### src/rtl/jumper_sense.sv
// Jumper-to-ground sense stage: synchronise, debounce and latch a config word.
// Optional live monitoring of the latched word while locked: `define JUMPER_SENSE_LIVE_EN.
module jumper_sense #(
    parameter int WIDTH           = 4,
    parameter int DEBOUNCE_CYCLES = 16
) (
    input  logic             CLK,
    input  logic             nRESET,
    input  logic [WIDTH-1:0] J,
    input  logic             RESAMPLE,
    output logic [WIDTH-1:0] CONFIG,
    output logic             VALID,
    output logic             CHANGED
);

    localparam int                 CNT_W   = $clog2(DEBOUNCE_CYCLES);
    localparam logic [CNT_W-1:0]   CNT_MAX = CNT_W'(DEBOUNCE_CYCLES - 1);
    localparam logic [CNT_W-1:0]   CNT_ONE = CNT_W'(1);
    localparam logic [CNT_W-1:0]   CNT_ZERO = {CNT_W{1'b0}};
    localparam logic [WIDTH-1:0]   ALL_OPEN = {WIDTH{1'b1}};

    typedef enum logic {
        ST_SETTLE = 1'b0,
        ST_LOCKED = 1'b1
    } state_t;

    logic [WIDTH-1:0] j_raw_s;
    logic [WIDTH-1:0] s1_q;
    logic [WIDTH-1:0] s2_q;
    logic [WIDTH-1:0] prev_q;

    state_t           state_q, state_d;
    logic [CNT_W-1:0] cnt_q, cnt_d;
    logic [WIDTH-1:0] config_q, config_d;
    logic             valid_q, valid_d;
    logic             changed_q, changed_d;

    logic             stable_s;
    logic             cnt_done_s;
    logic [WIDTH-1:0] new_cfg_s;

    // Only a hard 0 counts as a fitted jumper; z/x behave like the pull-up.
    always_comb begin
        j_raw_s = ALL_OPEN;
        for (int i = 0; i < WIDTH; i++) begin
            j_raw_s[i] = (J[i] === 1'b0) ? 1'b0 : 1'b1;
        end
    end

    // Two-flop synchroniser plus one-cycle-old copy for the stability compare.
    always_ff @(posedge CLK or negedge nRESET) begin
        if (!nRESET) begin
            s1_q   <= ALL_OPEN;
            s2_q   <= ALL_OPEN;
            prev_q <= ALL_OPEN;
        end else begin
            s1_q   <= j_raw_s;
            s2_q   <= s1_q;
            prev_q <= s2_q;
        end
    end

    assign stable_s   = (s2_q == prev_q);
    assign cnt_done_s = (cnt_q == CNT_MAX);
    assign new_cfg_s  = ~s2_q;

    // Debounce/lock next-state logic.
    always_comb begin
        state_d   = state_q;
        cnt_d     = cnt_q;
        config_d  = config_q;
        valid_d   = valid_q;
        changed_d = 1'b0;
        case (state_q)
            ST_SETTLE: begin
                if (RESAMPLE || !stable_s) begin
                    cnt_d = CNT_ZERO;
                end else if (cnt_done_s) begin
                    state_d   = ST_LOCKED;
                    cnt_d     = CNT_ZERO;
                    config_d  = new_cfg_s;
                    valid_d   = 1'b1;
                    changed_d = valid_q && (new_cfg_s != config_q);
                end else begin
                    cnt_d = cnt_q + CNT_ONE;
                end
            end
            ST_LOCKED: begin
                if (RESAMPLE) begin
                    state_d = ST_SETTLE;
                    cnt_d   = CNT_ZERO;
`ifdef JUMPER_SENSE_LIVE_EN
                // Count only while a stable value differs from the latched word.
                end else if (!stable_s || (new_cfg_s == config_q)) begin
                    cnt_d = CNT_ZERO;
                end else if (cnt_done_s) begin
                    cnt_d     = CNT_ZERO;
                    config_d  = new_cfg_s;
                    changed_d = 1'b1;
                end else begin
                    cnt_d = cnt_q + CNT_ONE;
                end
`else
                end else begin
                    cnt_d = cnt_q;
                end
`endif
            end
            default: begin
                state_d = ST_SETTLE;
                cnt_d   = CNT_ZERO;
            end
        endcase
    end

    // State, counter and registered outputs.
    always_ff @(posedge CLK or negedge nRESET) begin
        if (!nRESET) begin
            state_q   <= ST_SETTLE;
            cnt_q     <= CNT_ZERO;
            config_q  <= {WIDTH{1'b0}};
            valid_q   <= 1'b0;
            changed_q <= 1'b0;
        end else begin
            state_q   <= state_d;
            cnt_q     <= cnt_d;
            config_q  <= config_d;
            valid_q   <= valid_d;
            changed_q <= changed_d;
        end
    end

    assign CONFIG  = config_q;
    assign VALID   = valid_q;
    assign CHANGED = changed_q;

endmodule

### config.mk
export PLATFORM = sky130hd
export DESIGN_NAME = jumper_sense
export DESIGN_NICKNAME = d
export VERILOG_FILES = /design/src/rtl/jumper_sense.sv
export SDC_FILE = /design/constraint.sdc
export NUM_CORES = 1
export LEC_CHECK = 0
export ABC_AREA = 1
export ABC_CLOCK_PERIOD_IN_PS = 1400
export BUFFER_PORTS_ARGS = -buffer_cell sky130_fd_sc_hd__buf_2
export CAP_MARGIN = 10
export CORE_MARGIN = 2
export CORE_UTILIZATION = 40
export DETAILED_ROUTE_END_ITERATION = 12
export PLACE_DENSITY = 0.64
export SLEW_MARGIN = 20
export SYNTH_ARGS = -nofsm -noshare
export SYNTH_HDL_FRONTEND = slang
export SYNTH_SLANG_ARGS = --single-unit
### constraint.sdc
create_clock -name CLK -period 1.4 [get_ports CLK]
set_input_delay 0.07 -clock CLK [delete_from_list [all_inputs] [get_ports CLK]]
set_output_delay 0.07 -clock CLK [all_outputs]
set_load 0.01 [all_outputs]
Word level (Yosys, flattened, before mapping). Index checks and enable logic that the tools add are counted.

Register bits: 23. Input port bits: 7. Output and inout bits: 6.

$add $sub $neg: 1. Equal/unequal tests: 8. Muxes and demuxes: 15. Bitwise operators: 3. Reductions and logical operators: 4.

Operators by type and width (number): two-way mux 4 bit (3); two-way mux 1 bit (10); case mux 4 bit (2 select lines) (1); adder 4 x 1 -> 4 bit, second input constant (1); == test 4 bit (1); == test 4 bit, second input constant (1); case equality test 1 bit, second input constant (4); != test 4 bit (1); inverter 4 bit (1); AND reduction 3 bit (1); != test 2 bit, second input constant (1); inverter 1 bit (2); case mux 1 bit (2 select lines) (1); logical AND 1 bit (1); logical NOT 1 bit (1); logical OR 1 bit (1).

Longest topological paths before layout. Gate-level depths: netlist of the first run.

Depth after elaboration: 6. Mapped depth: 7. Mapped depth without buffers: 7.

Least setup slack after synthesis of the first run. Ideal clock, no wire load.

Path kind: register to register. Start point: reg s2_q[0]. End point: reg config_q[0] (netlist: CONFIG[0]). Setup time: 117 ps. Arrival time: 1107 ps. Setup slack: 176 ps. Cell stages (with the launch flop): 8. Buffers on the path: 0. Period minus slack after synthesis: 1224 ps. Cells stage by stage: dfstp_2 inv_2 nand2_1 nand3_2 nor2_8 nand3_4 nand2_1 nand2_1.

Word-level cells in the longest chain between the ends: 5.

Ends and longest elaborated chain: start, declared (RTL line 29) `logic [WIDTH-1:0] s2_q;`; start signal, assigned (RTL line 58) `s2_q <= s1_q;`; == test 4 bit (RTL line 63) `assign stable_s = (s2_q == prev_q);`; logical NOT 1 bit (RTL line 76) `if (RESAMPLE || !stable_s) begin`; logical OR 1 bit (RTL line 76); inverter 1 bit (no source line); AND reduction 3 bit (no source line); end signal, assigned (RTL line 121) `config_q <= {WIDTH{1'b0}};`; end signal, assigned (RTL line 127) `config_q <= config_d;`; end, declared (RTL line 34) `logic [WIDTH-1:0] config_q, config_d;`.

Several ways; a longest one is shown, not always the timed one. A chain may end at the register's enable or synchronous reset.

Final worst setup path of the first run.
Start point: reg s2_q[0]. End point: reg config_q[1] (netlist: CONFIG[1]).

Word-level cells in the longest chain between the ends: 5.

Ends and longest elaborated chain (RTL line): == test 4 bit (63); logical NOT 1 bit (76); logical OR 1 bit (76); inverter 1 bit (no source line); AND reduction 3 bit (no source line).

Every way passes these cells.

==> results of run 1 <==
where the power goes:
group,total [W],internal [W],switching (W)
combinational,0.000119,0.0000534,0.0000657
sequential,0.000710,0.000698,0.0000128
clock,0.000313,0.000111,0.000202
worst max-delay path, cell delays in order (launching register included):
cell,delay [ps]
dfstp_2,580
inv_2,50
nand2_2,70
nand3_4,90
nor2_8,160
nand3_4,130
nand2_1,90
nand2_1,50
cells by family (layout without fill, tap and decap cells):
family	after synthesis	count (layout)	synth area share, %
buffers and inverters	15	43	5.62
flip-flops	23	23	59.0
adder cells (fa/ha/maj)	1	1	1.25
AND/OR/NAND/NOR	50	50	29.6
AO/OA/AOI/OAI	2	2	1.00
XOR/XNOR	4	4	3.50
layout make-up:
cell class | instances | share of cell area, %
repair buffers | 24 | 13.0
clock inverters | 1 | 0.499
inverters | 15 | 4.49
multi-input cells | 57 | 30.2
clock buffers | 3 | 1.79
well taps | 30 | 2.99
flip-flops and latches | 23 | 47.1
per-stage QoR:
stage	TNS [ps]	util, %
after floorplan	0	-
final	0	51.6
after global placement	0	45.5
after global routing	-62.1	51.6
after detailed placement	0	45.5
after CTS	0	48.7
state kept, by name, summed over array words and instances, names as in the netlist:
signal   cells
s1_q         4
VALID        1
state_q      1
s2_q         4
CHANGED      1
cnt_q        4
prev_q       4
CONFIG       4
repair_timing:
| item | 4_1_cts | 5_1_grt |
|---|---|---|
| hold buffers | 5 | 0 |
| endpoints found under the hold margin | 15 | 0 |
| setup endpoints to repair | 0 | 6 |
| buffers inserted | 0 | 6 |
| gates resized for setup | 0 | 7 |
Yosys cell counts, types with 2 or more instances:
master,number
nand2_2,3
nand4_1,6
inv_2,4
nand3_1,4
xnor2_1,4
o21ai_0,2
nor2_2,2
inv_1,11
nor2_1,3
dfrtp_1,11
dfstp_2,12
nand3_4,2
nand2_1,25
nor2_8,2
per-layer routing:
layer  share of wire [%]  vias up  global-route usage, %
met2                  48       11                   19.7
met5                   0        -                      0
met3                 4.2        5                   5.83
met4                 1.5        0                   5.00
li1                    -      351                      -
met1                  46      340                   17.2
path summary, 6_finish.rpt:
path                                         from               endpoint  slack (ps)  cells after the start
min in group asynchronous                  nRESET  CONFIG[2]$_DFFE_PN0P_         240                      2
max in group asynchronous                  nRESET    prev_q[3]$_DFF_PN1_         810                      2
worst max-delay path            s2_q[0]$_DFF_PN1_  CONFIG[1]$_DFFE_PN0P_          80                      7
worst min register to register  s1_q[0]$_DFF_PN1_      s2_q[0]$_DFF_PN1_         370                      0
worst min-delay path                     RESAMPLE   cnt_q[1]$_DFFE_PN0P_          60                      4
worst max register to register  s2_q[0]$_DFF_PN1_  CONFIG[1]$_DFFE_PN0P_          80                      7
==> metrics.txt, run 1 <==
status finished, final reports clean; Worst slew margin between 60% and 70%; Rows 18; Routed Antenna Nets 0; area of the die just under 0.003 mm2; Max H-tree Level 1; Worst-path clk slew 120 ps; Netlist Area Pre-Place 0.00100 mm2; global-route wire length before repair 2700 um; Pwr Total 0.00114 W; Final Skew 0.922 ps; Area after DPL between 0.001 and 0.0015 mm2; PortBufs 12; worst vdd ir 0.639 mV; number of global-route vias before repair 616; commonest non-fill, non-tap cell in the layout nand2_1; Tmin final 1320 ps; # DRC 0; register bit total from synthesis 23; Syn. warnings 0; post-synthesis sequential area ratio 59.0%; Final Cycle Share around 94%; fin area 0.00125 mm2; Slew @ Worst Pin 484 ps; number of flops mapped to enable cells by yosys 0; chip width ~54 um; Peak Freq 0.756 GHz; worst path required time 1620 ps; fraction of layout cells with a size suffix above 1 45.5%; HPWL after detailed placement 1160 um; share of the synthesized area in the top cell type 31.5%; gpl congestion 0.805; total number of vias 707; post-place setup slack about 34 ps; Reg area ~590 um2; Inserted Clock Buffers 3; Final Max Tran Viols 0; Final Hold Fails 0; initial antenna violation count 0; core area 0.00243 mm2; syn avg cell area approximately 11 um2; Critical Path Sink Type flip-flop; cell count after placement 138; Initial Utilization 41.2%; CP max FO 7; leakage 0.641 nW; Hold Crit Class in -> reg; Arrival @ worst endpoint 1540 ps; wirelength, routed 1630 um; nets ~130; Die Y ~54 um; root buffer cell clkbuf_4; fraction of registers with async set/reset 100%; clk_lat worst skew 310 ps; Boundary Pins 13; drt pass-1 iters 3; Layout Cells excl Fill 153; most frequent cells in the layout nand2_1, buf_2, dfstp_2, dfrtp_1, inv_1; routed len/inst 10.7 um; 1st-iter DRT viols 4; CP Launch Type flip-flop; CTS tree done; GRT Util Overall about an eighth; Area contributors post-synth dfstp_2, dfrtp_1, nand2_1, inv_1, nor2_8; Synth Net Count a little over 100; Mapped Cells between 90 and 100; largest area contributor in the netlist dfstp_2; grt ovf 0; Yosys cell types 18; setup violators final 0; MaxCap Viol Count 0; FILL cells 229; critical path class reg -> reg; antenna cells 0; Fin Hold WS roughly 62 ps; pwr dens between 900 and 1000 mW/mm2; CTS max path bufs 2; area of the multi-input gates 379 um2; area growth from synthesis to layout 25.4%; mean number of vias per cell 4.62; Final WS setup approximately 77 ps; largest net degree at the start of global routing 24; top_reg_cell synth dfstp_2; CTS sink count 23
Note: power is estimated with default switching activity, not from simulation.
==> run 2, diff against run 1 <==
--- a/config.mk
+++ b/config.mk
@@ -5,14 +5,12 @@
 export SDC_FILE = /design/constraint.sdc
 export NUM_CORES = 1
 export LEC_CHECK = 0
-export ABC_AREA = 1
 export ABC_CLOCK_PERIOD_IN_PS = 1400
 export BUFFER_PORTS_ARGS = -buffer_cell sky130_fd_sc_hd__buf_2
 export CAP_MARGIN = 10
 export CORE_MARGIN = 2
 export CORE_UTILIZATION = 40
 export DETAILED_ROUTE_END_ITERATION = 12
-export PLACE_DENSITY = 0.64
 export SLEW_MARGIN = 20
 export SYNTH_ARGS = -nofsm -noshare
 export SYNTH_HDL_FRONTEND = slang
==> run 2 against run 1 <==
  * The run now ends with setup timing left
  * Critical path type unchanged
  * Die area fell by 11%
  * First-iteration DRC count rose by 75%
  * Sequential share of layout area rose by 5.3 points
  * Cell area fell by 10%
  * Largest cell class unchanged
  * Fmax fell by 13%
  * Count of clock-buffer cells in the layout rose by 1
  * Utilization rose by 4.2 points
  * Global-route usage fell by 0.90 points
  * Power fell by 5.4%
==> metrics.txt, run 2 <==
status complete, but fails checks; failing checks setup timing; Crit path largest cell delay 550 ps; worst vdd ir approximately 0.56 mV; Max H-tree Level 1; Final WS setup -114 ps; area of the die 0.00259 mm2; area growth from synthesis to layout 28.3%; grt ovf 0; # DRC 0; worst r2r src s2_q[1]$_DFF_PN1_; CP Launch Type flip-flop; capture point of the worst reg-to-reg path CONFIG[2]$_DFFE_PN0P_; PortBufs 12; leakage ~0.52 nW; CP bufs+invs 1; clk_lat worst skew 300 ps; Pwr Total 0.00108 W; Arrival @ worst endpoint 1740 ps; Final Max Tran Viols 0; Netlist Area Pre-Place ~880 um2; critical path class reg -> reg; nets 101; Post-CTS Setup Bufs 0; CTS sink count 23; largest area contributor in the netlist dfstp_2; post-synthesis sequential area ratio 67.1%; Tmin final 1510 ps; FF-to-FF setup slack -110 ps; chip width ~51 um; initial antenna violation count 0; routed len/inst 10.8 um; number of flops mapped to enable cells by yosys 0; global-route wire length before repair 2350 um; number of global-route vias before repair 560; Inserted Clock Buffers 3; Routed Antenna Nets 0; critical-path cell list xor2_1, or3_4, nor3_4, buf_4, mux2i_1; Final Hold Fails 0; root buffer cell clkbuf_4; FILL cells 170; CTS max path bufs 2; worst reg-to-reg path cell count 5; Rows 16; post-place setup slack -104 ps; Slew @ Worst Pin 478 ps; gpl congestion around 0.70; Final Cycle Share 108%; CP top delay family flip-flops; Peak Freq roughly 0.66 GHz; Yosys cell types 21; total number of vias 544; worst path required time 1630 ps; fraction of registers with async set/reset 100%; CP max-delay cell dfstp_2; RSZ-0062 raised after global routing true; Die Y 50.9 um; largest net degree at the start of global routing 24; GRT Util Overall 12.4%; most frequent cell after synthesis dfstp_2; Worst-path clk slew 120 ps; share of the synthesized area in the top cell type 35.8%; Hold Path Cell Cnt 3; CTS tree done; Syn. warnings 0; Initial Utilization 43.5%; Hold Crit Class in -> reg; Post-synth top cells dfstp_2, dfrtp_1, inv_1, xor2_1, mux2i_1; CP max FO 4; HPWL after detailed placement 973 um; Synth Net Count 70; mean number of vias per cell approximately 4.6; Mapped Cells 62; most frequent cells in the layout buf_2, dfstp_2, dfrtp_1, buf_4; antenna cells 0; register bit total from synthesis 23; MaxCap Viol Count 0; wirelength, routed ~1300 um; CP Capture Point CONFIG[2]$_DFFE_PN0P_; Critical Path Start s2_q[1]$_DFF_PN1_; setup violators final 6; Area contributors post-synth dfstp_2, dfrtp_1, xor2_1, mux2i_1, a22o_1; CP Depth 5; Final Skew a little over 8 ps; Reg area 591 um2; Worst slew margin 68.1%; Boundary Pins 13; area of the multi-input gates around 280 um2; fraction of layout cells with a size suffix above 1 45.7%; Critical Path Sink Type flip-flop; drt pass-1 iters 4; pwr dens ~960 mW/mm2; core area approximately 0.0020 mm2; syn avg cell area 14.2 um2; 1st-iter DRT viols 7; top_reg_cell synth dfstp_2
## run 2: cell types whose count changed after synthesis, moves of 3 or more
| cell | change |
|---|---|
| nand2_2 | -3 |
| mux2i_1 | +4 |
| inv_2 | -4 |
| nand4_1 | -5 |
| a22o_1 | +3 |
| nand2_1 | -25 |
| inv_1 | -6 |
| xor2_1 | +5 |
## run 2: worst min-delay path by stage
stage	startpoint	to	slack (ps)
6_report	RESAMPLE	cnt_q[1]$_DFFE_PN0P_	200
2_1_floorplan	nRESET	CHANGED$_DFF_PN0_	-230
3_3_place_gp	nRESET	cnt_q[0]$_DFFE_PN0P_	60
4_1_cts	RESAMPLE	cnt_q[1]$_DFFE_PN0P_	190
5_1_grt	RESAMPLE	cnt_q[1]$_DFFE_PN0P_	210
3_5_place_dp	nRESET	cnt_q[0]$_DFFE_PN0P_	60
## run 2: cells by family after synthesis
group	Yosys count	synth area share, %
and+or+nand+nor	13	10.2
muxes	4	4.55
DFF	23	67.1
adders and majority gates	1	1.42
xor gates and xnor gates	8	7.97
AOI/OAI and AO/OA	8	6.54
buffers and inverters	5	2.13
## run 2: cell type report
type | instances | area share [%]
well taps | 27 | 2.99
multi-input cells | 34 | 24.6
inverters | 5 | 1.66
repair buffers | 26 | 16.1
flip-flops and latches | 23 | 52.3
clock buffers | 4 | 2.33
## run 2: where the power goes
| group | switching [W] | internal, W |
|---|---|---|
| clock | 0.000181 | 0.000111 |
| combinational | 0.0000380 | 0.0000432 |
| sequential | 0.00000951 | 0.000698 |
## run 2: worst register-to-register path, stage by stage (launching register included)
cell and delay [ps]:
dfstp_2 550, xor2_1 60, or3_4 360, nor3_4 150, buf_4 160, mux2i_1 170
## run 2: repair_timing
action | CTS | global route
setup endpoints to repair | 11 | 11
pin swaps | 0 | 0
hold buffers | 5 | 0
cloned | 0 | 0
gates resized for setup | 1 | 2
endpoints found under the hold margin | 15 | 0
## run 2: routing by layer
metal  GRT usage [%]  part of all wire [%]  vias up
li1                -                     -      272
met1            14.4                    46      258
met2            22.1                    49       14
met3            3.51                   4.4        0
met4            4.05                     0        0
met5               0                     0        -
## run 2: through the flow
stage / area (um2) / instances / TNS, ps / hold slack, ps / utilization [%]
6_report: 1130 / 119 / -507 / 202 / 55.8
5_1_grt: 1130 / 119 / -1410 / 208 / 55.8
4_1_cts: 1120 / 119 / -863 / 190 / 55.4
3_5_place_dp: 1040 / 110 / -581 / 56.7 / 51.5
3_3_place_gp: 1040 / 110 / -464 / 57.1 / 51.5
2_1_floorplan: 880 / 62 / -399 / -226 / -
